==> config.mk <==
export PLATFORM = sky130hd
export DESIGN_NAME = apb_master_arbiter
export DESIGN_NICKNAME = d
export VERILOG_FILES = /design/src/rtl/apb_master_arbiter.sv
export SDC_FILE = /design/constraint.sdc
export NUM_CORES = 1
export LEC_CHECK = 0
export CAP_MARGIN = 20
export CORE_AREA = 2 2 158 160
export CTS_CLUSTER_SIZE = 24
export DETAILED_ROUTE_END_ITERATION = 8
export DIE_AREA = 0 0 160 162
export PLACE_DENSITY = 0.7
export SYNTH_ARGS = -nofsm -noshare
export SYNTH_HDL_FRONTEND = slang
export SYNTH_SLANG_ARGS = --single-unit
export TNS_END_PERCENT = 30
==> constraint.sdc <==
create_clock -name pclk -period 5.8 [get_ports pclk]
set_input_delay 0.87 -clock pclk [delete_from_list [all_inputs] [get_ports pclk]]
set_output_delay 0.87 -clock pclk [all_outputs]
set_load 0.05 [all_outputs]
==> src/rtl/apb_master_arbiter.sv <==
// rtl/apb_master_arbiter.sv - round-robin arbiter driving one shared APB master port (optional: APB_ARB_TIMEOUT_EN)
module apb_master_arbiter #(
  parameter int G_NUM_REQ        = 4,
  parameter int G_APB_ADDR_WIDTH = 32,
  parameter int G_APB_DATA_WIDTH = 32,
  parameter int G_TIMEOUT        = 256
) (
  input  logic                                   pclk,
  input  logic                                   preset,
  input  logic [G_NUM_REQ-1:0]                   req_valid,
  input  logic [G_NUM_REQ-1:0]                   req_write,
  input  logic [G_NUM_REQ*G_APB_ADDR_WIDTH-1:0]  req_addr,
  input  logic [G_NUM_REQ*G_APB_DATA_WIDTH-1:0]  req_wdata,
  output logic [G_NUM_REQ-1:0]                   req_ready,
  output logic [G_NUM_REQ-1:0]                   rsp_valid,
  output logic [G_APB_DATA_WIDTH-1:0]            rsp_rdata,
  output logic                                   rsp_err,
  output logic [G_APB_ADDR_WIDTH-1:0]            paddr,
  output logic [2:0]                             pprot,
  output logic                                   psel,
  output logic                                   penable,
  output logic                                   pwrite,
  output logic [G_APB_DATA_WIDTH-1:0]            pwdata,
  input  logic                                   pready,
  input  logic [G_APB_DATA_WIDTH-1:0]            prdata,
  input  logic                                   pslverr
);

  localparam int IW = (G_NUM_REQ > 1) ? $clog2(G_NUM_REQ) : 1;
  localparam logic [G_NUM_REQ-1:0] ONE_HOT0 = {{(G_NUM_REQ-1){1'b0}}, 1'b1};

  typedef enum logic [1:0] {
    ST_IDLE   = 2'd0,
    ST_SETUP  = 2'd1,
    ST_ACCESS = 2'd2
  } state_t;

  state_t                        state_q;
  logic [IW-1:0]                 last_grant_q;
  logic [G_APB_ADDR_WIDTH-1:0]   paddr_q;
  logic                          pwrite_q;
  logic [G_APB_DATA_WIDTH-1:0]   pwdata_q;
  logic                          psel_q;
  logic                          penable_q;
  logic [G_NUM_REQ-1:0]          req_ready_q;
  logic [G_NUM_REQ-1:0]          rsp_valid_q;
  logic [G_APB_DATA_WIDTH-1:0]   rsp_rdata_q;
  logic                          rsp_err_q;

  logic [IW-1:0]                 grant_idx_d;
  logic                          grant_vld_d;
  logic [IW-1:0]                 cand_idx;
  logic [G_APB_ADDR_WIDTH-1:0]   win_addr_d;
  logic [G_APB_DATA_WIDTH-1:0]   win_wdata_d;
  logic                          win_write_d;

`ifdef APB_ARB_TIMEOUT_EN
  localparam int TW = (G_TIMEOUT > 1) ? $clog2(G_TIMEOUT) : 1;
  logic [TW-1:0]                 tmo_cnt_q;
`else
  logic                          timeout_unused;
  assign timeout_unused = (G_TIMEOUT > 0);
`endif

  // Round-robin search: first requester set, starting just after the last winner
  always_comb begin
    grant_vld_d = 1'b0;
    grant_idx_d = '0;
    cand_idx    = '0;
    for (int k = 1; k <= G_NUM_REQ; k++) begin
      cand_idx = IW'((int'(last_grant_q) + k) % G_NUM_REQ);
      if (!grant_vld_d && req_valid[cand_idx]) begin
        grant_vld_d = 1'b1;
        grant_idx_d = cand_idx;
      end
    end
  end

  // Payload of the current round-robin winner
  always_comb begin
    win_addr_d  = req_addr[int'(grant_idx_d)*G_APB_ADDR_WIDTH +: G_APB_ADDR_WIDTH];
    win_write_d = req_write[grant_idx_d];
    win_wdata_d = win_write_d ? req_wdata[int'(grant_idx_d)*G_APB_DATA_WIDTH +: G_APB_DATA_WIDTH]
                              : '0;
  end

  // Transfer sequencer: IDLE arbitrates, SETUP lasts one cycle, ACCESS waits for pready
  always_ff @(posedge pclk or posedge preset) begin
    if (preset) begin
      state_q      <= ST_IDLE;
      last_grant_q <= IW'(G_NUM_REQ - 1);
      paddr_q      <= '0;
      pwrite_q     <= 1'b0;
      pwdata_q     <= '0;
      psel_q       <= 1'b0;
      penable_q    <= 1'b0;
      req_ready_q  <= '0;
      rsp_valid_q  <= '0;
      rsp_rdata_q  <= '0;
      rsp_err_q    <= 1'b0;
`ifdef APB_ARB_TIMEOUT_EN
      tmo_cnt_q    <= '0;
`endif
    end else begin
      // Handshake and response strobes are single-cycle pulses
      req_ready_q <= '0;
      rsp_valid_q <= '0;
      rsp_rdata_q <= '0;
      rsp_err_q   <= 1'b0;
      case (state_q)
        ST_IDLE: begin
          if (grant_vld_d) begin
            paddr_q      <= win_addr_d;
            pwrite_q     <= win_write_d;
            pwdata_q     <= win_wdata_d;
            psel_q       <= 1'b1;
            penable_q    <= 1'b0;
            req_ready_q  <= ONE_HOT0 << grant_idx_d;
            last_grant_q <= grant_idx_d;
            state_q      <= ST_SETUP;
          end
        end
        ST_SETUP: begin
          penable_q <= 1'b1;
          state_q   <= ST_ACCESS;
`ifdef APB_ARB_TIMEOUT_EN
          tmo_cnt_q <= '0;
`endif
        end
        ST_ACCESS: begin
          // last_grant_q still names the owner of the transfer in flight
          if (pready) begin
            psel_q      <= 1'b0;
            penable_q   <= 1'b0;
            rsp_valid_q <= ONE_HOT0 << last_grant_q;
            rsp_rdata_q <= pwrite_q ? '0 : prdata;
            rsp_err_q   <= pslverr;
            state_q     <= ST_IDLE;
          end
`ifdef APB_ARB_TIMEOUT_EN
          else if (tmo_cnt_q == TW'(G_TIMEOUT - 1)) begin
            psel_q      <= 1'b0;
            penable_q   <= 1'b0;
            rsp_valid_q <= ONE_HOT0 << last_grant_q;
            rsp_rdata_q <= '0;
            rsp_err_q   <= 1'b1;
            state_q     <= ST_IDLE;
          end else begin
            tmo_cnt_q <= tmo_cnt_q + 1'b1;
          end
`endif
        end
        default: begin
          psel_q    <= 1'b0;
          penable_q <= 1'b0;
          state_q   <= ST_IDLE;
        end
      endcase
    end
  end

  assign paddr     = paddr_q;
  assign pwrite    = pwrite_q;
  assign pwdata    = pwdata_q;
  assign psel      = psel_q;
  assign penable   = penable_q;
  assign pprot     = 3'b000;
  assign req_ready = req_ready_q;
  assign rsp_valid = rsp_valid_q;
  assign rsp_rdata = rsp_rdata_q;
  assign rsp_err   = rsp_err_q;

endmodule

Word-level counts from Yosys, hierarchy flattened
Cells that the tools add are included.
Operators by class
  shift operators: 4
  add/subtract/negate cells: 4
  bitwise logic cells: 1
  eq/ne operators: 4
  multiplexer cells: 36
  reductions and logical operators: 10
  magnitude comparators: 5
Operators by type and width (number)
  $shiftx A128 B8 Y32: 2
  $mux W32: 4
  $mux W4: 4
  $lt A2 B3 Y1 const B: 5
  $mux W1: 14
  $mux W2: 6
  $bmux W1 S2: 5
  $shl A1 B2 Y4 const A: 2
  $pmux W1 S3: 2
  $pmux W2 S3: 1
  $add A2 B1 Y2 const B: 2
  $add A2 B2 Y2 const B: 2
  $ne A2 B2 Y1 const B: 2
  $reduce_and A2 Y1: 2
  $logic_and A1 B1 Y1: 3
  $logic_not A1 Y1: 3
  $reduce_and A3 Y1: 1
  $eq A2 B1 Y1 const B: 1
  $eq A2 B2 Y1 const B: 1
  $logic_not A2 Y1: 1
  $not A1 Y1: 1
Storage, ports and cells
  register bits after elaboration: 112
  output and inout port bits: 111
  logic and storage cells: 75
  input bits: 300

Depth between registers and ports, before layout
  depth in word-level cells: 16
  mapped depth: 15
  depth with buffers taken out: 8

Worst setup path before layout
OpenSTA, ideal clock, no wires.
  kind: reg-to-reg
  start: register last_grant_q[0]
  end: register paddr_q[11], in the netlist paddr[11]
  path buffers: 5
  setup slack: 2115 ps
  data required time: 5674 ps
  stages on the path, launching flop included: 14
  library setup time: 126 ps
  arrival: 3559 ps
  cells stage by stage: dfstp_2 > buf_2 > inv_1 > buf_2 > clkbuf_1 > ha_1 > buf_4 > nor2b_1 > or4_1 > a311oi_4 > o21ai_4 > buf_6 > mux2_1 > a221o_1
Between the ends
  word-level cells in the longest chain between the ends: 14
  elaborated cells between the ends (all ways): 28
Ends and longest elaborated chain
  start: declaration: line 39  | logic [IW-1:0] last_grant_q;
  start signal: assignment: line 91  | last_grant_q <= IW'(G_NUM_REQ - 1);
  start signal: assignment: line 119  | last_grant_q <= grant_idx_d;
  $add A2 B1 Y2: line 71  | cand_idx = IW'((int'(last_grant_q) + k) % G_NUM_REQ);
  $bmux W1 S2: line 72  | if (!grant_vld_d && req_valid[cand_idx]) begin
  $mux W1 (not written as such): line 72
  $mux W1: line 72
  $logic_not A1 Y1: line 72
  $logic_and A1 B1 Y1: line 72
  $mux W1: line 72
  $logic_not A1 Y1: line 72
  $logic_and A1 B1 Y1: line 72
  $mux W1: line 72
  $logic_not A1 Y1: line 72
  $logic_and A1 B1 Y1: line 72
  $mux W2 / $mux W1 (equally long branches): line 72
  $shiftx A128 B8 Y32 / $reduce_and A2 Y1 (equally long branches)
  end signal: assignment: line 113  | paddr_q <= win_addr_d;
  end: declaration: line 40  | logic [G_APB_ADDR_WIDTH-1:0] paddr_q;
Parallel ways exist; a longest one is shown, timed or not. The select of a mux whose other input is x is not followed.
A chain may end at the register's enable or synchronous reset.

Worst setup path in the final report
  start: register last_grant_q[0]
  end: register pwdata_q[15], in the netlist pwdata[15]
Between the ends
  word-level cells in the longest chain between the ends: 16
  elaborated cells between the ends (all ways): 31
Ends and longest elaborated chain
  branches (longest 16 deep; another with $add A2 B1 Y2)
  end signal: assignment: line 115  | pwdata_q <= win_wdata_d;
  end: declaration: line 42  | logic [G_APB_DATA_WIDTH-1:0] pwdata_q;
Parallel ways; which one is timed is not known. The select of a mux whose other input is x is not followed.

==> summary.txt <==
STA
  • Setup ws final: 1.20 ns
  • Min Tclk post-route: 4.60 ns
  • FMAX: 218 MHz
  • # setup viols final: 0
  • Final Hold Viols: 0
  • RSZ-0062 raised after global routing: false
  • Period utilization: roughly 80%
  • Rel. slew slack: about 28%
  • Final slew viol count: 0
  • Worst-margin pin slew: 1.08 ns
  • Clock Skew: 0.0101 ns
  • Setup_tns: 0 ns

Cells and area
  • Most common cell after layout, fill and taps aside: clkdlybuf4s50_1
  • NumNets Final: about 1300
  • Most frequent cells in the layout: clkdlybuf4s50_1, dfrtp_1, mux2i_1
  • FF/Latch Area: 2780 um^2
  • Fillers: 2243
  • Fraction of final layout cells sized beyond drive strength 1: 6.08%
  • Layout area overhead: 69.7%
  • Multi-input logic area: 3520 um^2

GRT
  • Vias in the first global route: 6982
  • Total GRT Usage: 20.6%
  • Initial antenna violation count: 3
  • Largest net degree at the start of global routing: 74
  • First-pass GRT wire length: 41600 um
  • GRT overflow: 0

Detailed routing
  • Total number of vias: 6860
  • WL per Instance: between 20 and 25 um
  • DRC Markers: 0
  • Detail Route Antenna Nets: 0
  • Drt pass-1 iters: 5
  • Total Wirelength: approximately 27000 um
  • Initial DRC Count: ~450
  • Routed vias/inst: 5.15

Clocking
  • Setup Buffers After CTS: 0
  • Clk Tree Root Cell: clkbuf_16
  • CTS Hold Bufs: 0
  • CTS Buf Count: 9
  • Clock Tree Buf Depth: 2
  • CTS tree: yes
  • CTS-repair resized insts: 0
  • Worst skew pair latency: 0.37 ns
  • Clock-pin slew on the worst setup and hold paths: 0.09 ns
  • Sink Count: 111
  • Max H-tree Level: 3

Floorplan
  • Starting Density: 27.5%
  • Die height: 162 um
  • Die X: 160 um
  • Row count: between 50 and 60
  • # IOs: 411
  • Full die area: 25900 um^2
  • Core Area: roughly 24000 um^2

Critical path
  • Max stage delay on crit path: 0.87 ns
  • Worst path bufs/invs: 2
  • Cell family contributing the most delay on the critical path: compound AO/OA/AOI/OAI gates
  • Worst Path Max Fanout: 33
  • CP arrival: 4.87 ns
  • CP cell instances: inv_1 > ha_1 > mux2i_1 > o32a_1 > a31o_2 > o21ai_4 > o2111ai_2 > buf_4 > o221ai_1
  • Slowest stage cell, crit path: o21ai_4
  • Worst Setup Path Type: flip-flop to flip-flop
  • Crit end category: flip-flop
  • CP Launch Type: flip-flop
  • Required time at the worst-slack endpoint: 6.07 ns

Logic synthesis
  • Syn Inst Count: between 600 and 700
  • Post-synth ARST share: 100%
  • YS warnings: 0
  • Predominant post-synthesis flop cell: dfrtp_1
  • Post-synth EDFFs: 0
  • Post-Synthesis Cell Area: 6630 um^2
  • Avg Cell Area, Syn: 10.4 um^2
  • Yosys cell types: 50
  • Count of state elements after synthesis: 111
  • Sequential-to-total area share from yosys stat: 41.9%

Status
  • Status: finished clean

Placement
  • Port bufs: 407
  • Hpwl dp: 20200 um
  • Pre-CTS WS: 1.19 ns
  • Placer Congestion: 0.854

Pwr
  • Max IR drop VDD: ~0.37 mV
  • Leakage power: 4.57 nW
  • Power per cell area: roughly 550 nW/um^2

Run
  • MaxCap Viol Count: 0

Worst hold path
  • Worst hold-check path type: flip-flop to flip-flop
-- registers in the layout, indices dropped and copies added, names as in the netlist --
signal,count
pwdata,32
rsp_err,1
req_ready,4
psel,1
pwrite,1
rsp_valid,4
state_q,2
rsp_rdata,32
last_grant_q,2
paddr,32
-- logic make-up (layout without fill, tap and decap cells) --
family                   Yosys count  after routing  share of synthesized area (%)
buffers and inverters             77            443                           5.41
AO/OA/AOI/OAI                    209            209                           24.5
AND/OR/NAND/NOR                  126            126                           9.94
other                              1              6                         0.0565
multiplexers                     108            108                           17.4
adder cells (fa/ha/maj)            4              4                          0.755
flip-flops                       111            111                           41.9
-- synth_stat cells, types with 3 or more instances --
master,instances,area share (%)
and3_1,9,0.85
mux2i_1,77,12
mux4_2,3,1.0
nand2_1,46,2.6
nor3b_1,3,0.34
and2_1,37,3.5
o221ai_1,64,8.5
a221o_1,25,3.8
buf_2,23,1.7
mux2_1,19,3.2
a21oi_1,29,2.2
clkbuf_1,39,2.2
o21ai_0,20,1.5
nor2_1,10,0.57
dfrtp_1,109,41
inv_1,3,0.17
ha_1,4,0.75
mux2_2,9,1.5
nor2b_1,4,0.38
buf_4,7,0.79
or2_2,3,0.28
o211ai_1,56,6.3
-- per-layer routing --
layer,vias to the layer above,part of all wire (%),global-route usage [%],wire [um]
li1,3187,-,-,-
met1,3321,40,24.8,10800
met2,314,50,35.7,13700
met3,38,7.6,5.41,2050
met4,0,2.3,7.13,614
met5,-,0,0,0
-- final timing paths --
| check | startpoint | endpoint | slack (ns) | cells past startpoint |
|---|---|---|---|---|
| max | last_grant_q[0] | pwdata[15] | 1.20 | 9 |
| min | pwdata[30] | pwdata[30] | 0.49 | 2 |
| max reg2reg | last_grant_q[0] | pwdata[15] | 1.20 | 9 |
| min reg2reg | pwdata[30] | pwdata[30] | 0.49 | 2 |
| max in group asynchronous | preset | pwdata[0] | 3.59 | 3 |
| min in group asynchronous | preset | rsp_rdata[0] | 1.07 | 2 |
-- worst min-delay path: cells and delay by family, from the launching register on --
family | cells | cell delay [ns]
AND/OR/NAND/NOR | 1 | 0.05
flip-flops | 1 | 0.34
AO/OA/AOI/OAI | 1 | 0.06
-- where the power goes --
| group | leakage (nW) | internal [mW] | switching [mW] |
|---|---|---|---|
| sequential | 1.45 | 1.04 | 0.166 |
| clock | 0.155 | 0.320 | 0.362 |
| combinational | 2.97 | 1.67 | 2.63 |
| total | 4.57 | 3.04 | 3.16 |
-- area by class of cell --
| class | count | share of cell area, % |
|---|---|---|
| timing repair buffer | 423 | 37.4 |
| multi-input combinational | 450 | 31.3 |
| sequential | 111 | 24.7 |
| tap | 324 | 3.60 |
| clock buffer | 9 | 2.00 |
| clock inverter | 7 | 0.834 |
| inverter | 4 | 0.156 |
| antenna | 3 | 0.0667 |
-- metrics by stage --
| step | power (mW) | hold slack (ns) | instance area (um^2) | cells | util [%] |
|---|---|---|---|---|---|
| floorplan | 4.26 | 0.537 | 6640 | 638 | - |
| CTS | 6.24 | 0.494 | 11300 | 1328 | 46.7 |
| global placement | 5.48 | 0.464 | 10900 | 1312 | 45.3 |
| detailed placement | 5.54 | 0.472 | 10900 | 1312 | 45.3 |
| global route | 6.59 | 0.508 | 11300 | 1331 | 46.7 |
| finish | 6.20 | 0.489 | 11300 | 1331 | 46.7 |
Power figures use the tool's default switching activity.
